$ cat config.mk
export PLATFORM = sky130hd
export DESIGN_NAME = digit_serial_adder16_flat
export DESIGN_NICKNAME = d
export VERILOG_FILES = /design/src/rtl/adder_pkg.sv /design/src/rtl/digit_serial_adder16_if.sv /design/src/rtl/r4_adder.sv /design/src/rtl/digit_serial_adder16.sv /design/src/flat_wrapper.sv
export SDC_FILE = /design/constraint.sdc
export NUM_CORES = 1
export LEC_CHECK = 0
export ABC_AREA = 1
export CAP_MARGIN = 20
export CORE_UTILIZATION = 56
export CTS_BUF_LIST = sky130_fd_sc_hd__clkbuf_2 sky130_fd_sc_hd__clkbuf_4 sky130_fd_sc_hd__clkbuf_8
export CTS_CLUSTER_SIZE = 28
export DETAILED_ROUTE_END_ITERATION = 7
export PLACE_DENSITY = 0.87
export SYNTH_ARGS = -nofsm -noshare
export SYNTH_HDL_FRONTEND = slang
export SYNTH_SLANG_ARGS = --single-unit
$ cat constraint.sdc
create_clock -name clk -period 6.55 [get_ports clk]
set_clock_uncertainty 0.2 [all_clocks]
set_input_delay 1.965 -clock clk [delete_from_list [all_inputs] [get_ports clk]]
set_output_delay 1.965 -clock clk [all_outputs]
set_load 0.02 [all_outputs]
$ cat src/rtl/adder_pkg.sv
// Shared constants for the digit-serial adder: slice width, FSM encodings and
// a helper for sizing the slice counter.
package adder_pkg;

  localparam int SLICE_W = 4;

  typedef enum logic [1:0] {
    ST_IDLE = 2'd0,
    ST_BUSY = 2'd1,
    ST_DONE = 2'd2
  } state_e;

  // Slice counter width; never narrower than one bit.
  function automatic int cnt_w(input int nslice);
    return (nslice > 1) ? $clog2(nslice) : 1;
  endfunction

endpackage

$ cat src/rtl/digit_serial_adder16_if.sv
// Operand/result channels of digit_serial_adder16.
// DIGIT_SERIAL_ADDER_OVF_EN adds the signed-overflow flag ovf.
interface digit_serial_adder16_if #(parameter int WIDTH = 16);
  logic             in_valid;
  logic             in_ready;
  logic [WIDTH-1:0] a;
  logic [WIDTH-1:0] b;
  logic             cin;
  logic             out_valid;
  logic             out_ready;
  logic [WIDTH-1:0] sum;
  logic             cout;
  logic             busy;
`ifdef DIGIT_SERIAL_ADDER_OVF_EN
  logic             ovf;
`endif

  modport master (
    output in_valid, a, b, cin, out_ready,
    input  in_ready, out_valid, sum, cout, busy
`ifdef DIGIT_SERIAL_ADDER_OVF_EN
    , input ovf
`endif
  );

  modport slave (
    input  in_valid, a, b, cin, out_ready,
    output in_ready, out_valid, sum, cout, busy
`ifdef DIGIT_SERIAL_ADDER_OVF_EN
    , output ovf
`endif
  );
endinterface

$ cat src/rtl/r4_adder.sv
// Combinational 4-bit ripple-carry slice: {cout, s} = a + b + cin.
module r4_adder
  import adder_pkg::*;
(
  input  logic [SLICE_W-1:0] a,
  input  logic [SLICE_W-1:0] b,
  input  logic               cin,
  output logic [SLICE_W-1:0] s,
  output logic               cout
);
  assign {cout, s} = (SLICE_W+1)'(a) + (SLICE_W+1)'(b) + (SLICE_W+1)'(cin);
endmodule

$ cat src/rtl/digit_serial_adder16.sv
// Digit-serial WIDTH-bit adder: one 4-bit ripple slice per cycle, LSB first,
// inter-slice carry kept in a register. Optional ovf via DIGIT_SERIAL_ADDER_OVF_EN.
module digit_serial_adder16
  import adder_pkg::*;
#(
  parameter int WIDTH = 16,
  parameter int SLICE = SLICE_W
) (
  input  logic                  clk,
  input  logic                  rst,
  digit_serial_adder16_if.slave bus
);
  localparam int NSLICE = WIDTH / SLICE;
  localparam int CW     = cnt_w(NSLICE);

  state_e                        state_q, state_d;
  logic [CW-1:0]                 cnt_q;
  logic                          carry_q;
  logic [NSLICE-1:0][SLICE-1:0]  opa_q, opb_q, res_q;
  logic                          cout_q;
  logic                          accept, last;
  logic [SLICE-1:0]              sl_a, sl_b, sl_s;
  logic                          sl_c;

  assign bus.in_ready  = ~rst & ((state_q == ST_IDLE) |
                                 ((state_q == ST_DONE) & bus.out_ready));
  assign bus.out_valid = (state_q == ST_DONE);
  assign bus.busy      = (state_q == ST_BUSY);
  assign bus.sum       = res_q;
  assign bus.cout      = cout_q;

  assign accept = bus.in_valid & bus.in_ready;
  assign last   = (cnt_q == CW'(NSLICE - 1));
  assign sl_a   = opa_q[cnt_q];
  assign sl_b   = opb_q[cnt_q];

  r4_adder u_slice (
    .a    (sl_a),
    .b    (sl_b),
    .cin  (carry_q),
    .s    (sl_s),
    .cout (sl_c)
  );

  always_comb begin
    state_d = state_q;
    case (state_q)
      ST_IDLE: if (accept) state_d = ST_BUSY;
      ST_BUSY: if (last)   state_d = ST_DONE;
      ST_DONE: if (bus.out_ready) state_d = bus.in_valid ? ST_BUSY : ST_IDLE;
      default: state_d = ST_IDLE;
    endcase
  end

  always_ff @(posedge clk) begin
    if (rst) state_q <= ST_IDLE;
    else     state_q <= state_d;
  end

  // Datapath. The result register is only rewritten slice by slice in BUSY,
  // so sum stays put in DONE and after returning to IDLE.
  always_ff @(posedge clk) begin
    if (rst) begin
      cnt_q   <= '0;
      carry_q <= 1'b0;
      opa_q   <= '0;
      opb_q   <= '0;
      res_q   <= '0;
      cout_q  <= 1'b0;
    end else if (accept) begin
      opa_q   <= bus.a;
      opb_q   <= bus.b;
      carry_q <= bus.cin;
      cnt_q   <= '0;
    end else if (state_q == ST_BUSY) begin
      res_q[cnt_q] <= sl_s;
      carry_q      <= sl_c;
      cnt_q        <= cnt_q + CW'(1);
      if (last) cout_q <= sl_c;
    end
  end

`ifdef DIGIT_SERIAL_ADDER_OVF_EN
  logic ovf_q;
  logic msb_cin;

  // Carry into the MSB recovered from the sum bit: s = a ^ b ^ c_in.
  assign msb_cin = sl_a[SLICE-1] ^ sl_b[SLICE-1] ^ sl_s[SLICE-1];
  assign bus.ovf = ovf_q;

  always_ff @(posedge clk) begin
    if (rst)                                ovf_q <= 1'b0;
    else if (!accept && state_q == ST_BUSY && last) ovf_q <= msb_cin ^ sl_c;
  end
`endif

endmodule
$ cat src/flat_wrapper.sv
// flat-port wrapper written by rule: the top's interface ports become plain ports
module digit_serial_adder16_flat import adder_pkg::*;
#(
  parameter int WIDTH = 16,
  parameter int SLICE = SLICE_W
)
  (clk, rst, bus_in_valid, bus_a, bus_b, bus_cin, bus_out_ready, bus_in_ready, bus_out_valid, bus_sum, bus_cout, bus_busy);
  digit_serial_adder16_if #(.WIDTH(WIDTH)) bus_i ();
  input  logic clk;
  input  logic rst;
  input wire logic [$bits(bus_i.in_valid)-1:0] bus_in_valid;
  input wire logic [$bits(bus_i.a)-1:0] bus_a;
  input wire logic [$bits(bus_i.b)-1:0] bus_b;
  input wire logic [$bits(bus_i.cin)-1:0] bus_cin;
  input wire logic [$bits(bus_i.out_ready)-1:0] bus_out_ready;
  output wire logic [$bits(bus_i.in_ready)-1:0] bus_in_ready;
  output wire logic [$bits(bus_i.out_valid)-1:0] bus_out_valid;
  output wire logic [$bits(bus_i.sum)-1:0] bus_sum;
  output wire logic [$bits(bus_i.cout)-1:0] bus_cout;
  output wire logic [$bits(bus_i.busy)-1:0] bus_busy;
  assign bus_i.in_valid = bus_in_valid;
  assign bus_i.a = bus_a;
  assign bus_i.b = bus_b;
  assign bus_i.cin = bus_cin;
  assign bus_i.out_ready = bus_out_ready;
  assign bus_in_ready = bus_i.in_ready;
  assign bus_out_valid = bus_i.out_valid;
  assign bus_sum = bus_i.sum;
  assign bus_cout = bus_i.cout;
  assign bus_busy = bus_i.busy;
  digit_serial_adder16 #(.WIDTH(WIDTH), .SLICE(SLICE)) u_core (.clk(clk), .rst(rst), .bus(bus_i));
endmodule
==> flow_summary_export.csv <==
group,metric,value,unit
synth,synth-seq-cells,54,
synth,post_synth_num_cell_types,27,
sta,rsz0062_at_grt,"no",
final_layout,antenna_cells,0,
sta,hold_slack,275,ps
synth,netlist_area,2570,µm²
sta,fin_crit,5640,ps
grt,grt_pass1_wl,9.53,mm
synth,syn_avg_cell_area,7.85,µm²
drt,firstDrtPassIters,4,
power,peakVddDrop,0.140,mV
sta,finalSetupViolCount,0,
clocking,ctsHoldBuffers,0,
synth,synthCells,327,
die,die_y,69.7,µm
synth,synth_nets,373,
final_layout,fillerInstances,377,
worst_setup_path,required,4390,ps
placement,gp_congestion,0.803,
clocking,cts_sinks,54,
worst_setup_path,worst-path-max-fanout,7,
die,initial_core_util,0.585,
sta,slew_headroom,0.533,
final_layout,design_area,3170,µm²
grt,track_usage,0.244,
worst_setup_path,start_kind,"input pin",
die,die_x,69.7,µm
grt,grt_pass1_vias,2124,
sta,worst_pin_slew,700,ps
worst_hold_path,hp-class,"register to register",
clocking,cts_max_path_buffers,2,
sta,clock.fmax,177,MHz
power,power_density,238,nW/µm²
sta,min_period_over_period,0.860,
job,drv_cap,0,
worst_setup_path,endpoint_kind,"primary output",
clocking,cts_buffers,5,
die,io_pins,57,
drt,routed_via_density,5.49,
placement,numPortBuffers,56,
drt,num_vias,2334,
drt,routed_wl,5.56,mm
placement,dp_slack,923,ps
die,dieArea,4860,µm²
synth,ys_seq_area_frac,0.421,
sta,fin_tns_setup,0,ps
worst_setup_path,cp.arrival,3470,ps
final_layout,drive_above_1_share,0.0858,
die,core.rowCount,24,
sta,maxSlewViolCount,0,
clocking,postCtsSetupRepairBufs,0,
placement,dpl_cell_area,3060,µm²
grt,grt_antenna_before_repair,0,
drt,ant_nets,0,
final_layout,area_growth,23.4,%
drt,initialDrtViolationCount,184,
clocking,h-tree-depth,2,
outcome,status,"complete, no violations",
placement,dpl.hpwl,3.93,mm
clocking,clock_latency,310,ps
drt,drc_errors,0,
clocking,cts-root-buf,"clkbuf_8",
clocking,clk_pin_slew,100,ps
worst_setup_path,worstSetupPathType,"input pin to primary output",
sta,finalHoldViolCount,0,
grt,grt_max_degree,37,
final_layout,finalNetCount,418,
placement,dp_cells,417,
grt,overflow,0,
drt,avgRoutedWirePerCell,13.1,µm
synth,ys.warnings.count,0,
power,leakage,1.38,nW
clocking,cts_tree,"built",
die,core_area,4380,µm²
final_layout,layoutNonFillerInstCount,425,
sta,fin_ws,914,ps
clocking,cts.repair.resized,0,
report_power, final:
group | leakage, nW | total (mW) | switching, mW | internal [mW]
clock | 0.0579 | 0.221 | 0.108 | 0.113
combinational | 0.881 | 0.164 | 0.0950 | 0.0693
sequential | 0.442 | 0.368 | 0.0165 | 0.352
cell type report:
type / count / area, µm² / area share
Inverter: 22 / 82.6 / 0.0261
Multi-Input combinational cell: 230 / 1240 / 0.393
Clock buffer: 5 / 68.8 / 0.0217
Timing Repair Buffer: 59 / 583 / 0.184
Clock inverter: 3 / 40.0 / 0.0126
Tap cell: 52 / 65.1 / 0.0206
Sequential cell: 54 / 1080 / 0.342
path summary, 6_finish.rpt:
path / from / to / slack [ps] / cells past startpoint
worst min register to register: u_core.opb_q[6] / u_core.opb_q[6] / 270 / 2
worst max register to register: u_core.cnt_q[0] / u_core.bus.sum[10] / 3520 / 8
worst max-delay path: rst / bus_in_ready / 910 / 4
worst min-delay path: u_core.opb_q[6] / u_core.opb_q[6] / 270 / 2
logic make-up after synthesis:
kind of cell / after synthesis / share of synthesized area
AND/OR/NAND/NOR: 165 / 0.318
AO/OA/AOI/OAI: 55 / 0.114
flip-flops: 54 / 0.421
XOR/XNOR: 1 / 0.00341
adder cells (fa/ha/maj): 9 / 0.0497
buffers and inverters: 43 / 0.0936
metrics by stage:
stage / utilization / power [mW]
final: 0.722 / 0.753
after global routing: 0.722 / 0.793
after CTS: 0.722 / 0.754
after detailed placement: 0.697 / 0.539
after global placement: 0.697 / 0.533
after floorplan: - / 0.485
synth_stat cells, drive strengths merged:
cell type,count,share of area
o22ai,6,0.015
o21a,4,0.012
and2,1,0.0034
inv,21,0.031
dfxtp,54,0.42
buf,18,0.053
fa,2,0.016
a21oi,18,0.035
nand3b,1,0.0029
nor2,23,0.044
xor2,1,0.0034
clkbuf,3,0.0083
nand2,64,0.094
clkinv,1,0.0015
ha,7,0.034
o21ai,27,0.053
nand3,76,0.17
sequential cells by signal, indices dropped and copies added, names as in the netlist:
signal,count
u_core.state_q,2
u_core.cnt_q,2
u_core.opa_q,16
u_core.bus.sum,16
u_core.opb_q,16
u_core.carry_q,1
u_core.bus.cout,1
metal layers:
metal	global-route usage	share of wire	wire (µm)	vias up
li1	-	-	-	1180
met1	0.315	0.44	2480	1091
met2	0.416	0.50	2800	57
met3	0.0538	0.041	227	6
met4	0.0578	0.010	57	0
met5	0	0	0	-
worst max-delay path, stage by stage:
cell             delay, ps
clkdlybuf4s50_1        540
nor2_2                 190
and2_4                 170
clkdlybuf4s50_1        600
cells in the final DEF (no fill, tap or decap):
cell type         n
nand2_1          64
nand3_1          63
clkdlybuf4s50_1  56
dfxtp_1          54
o21ai_0          26
inv_1            19
nor2_1           18
a21oi_1          18
nand3_2          13
ha_1              7
o22ai_1           6
clkbuf_8          5
o21a_1            4
nor2_4            3
buf_4             3
inv_2             2
nor2_2            2
fa_1              2
clkinv_2          2
clkinv_1          1
and2_4            1
xor2_1            1
nand3b_1          1
o21ai_1           1
bufinv_16         1
Power figures use the tool's default switching activity.
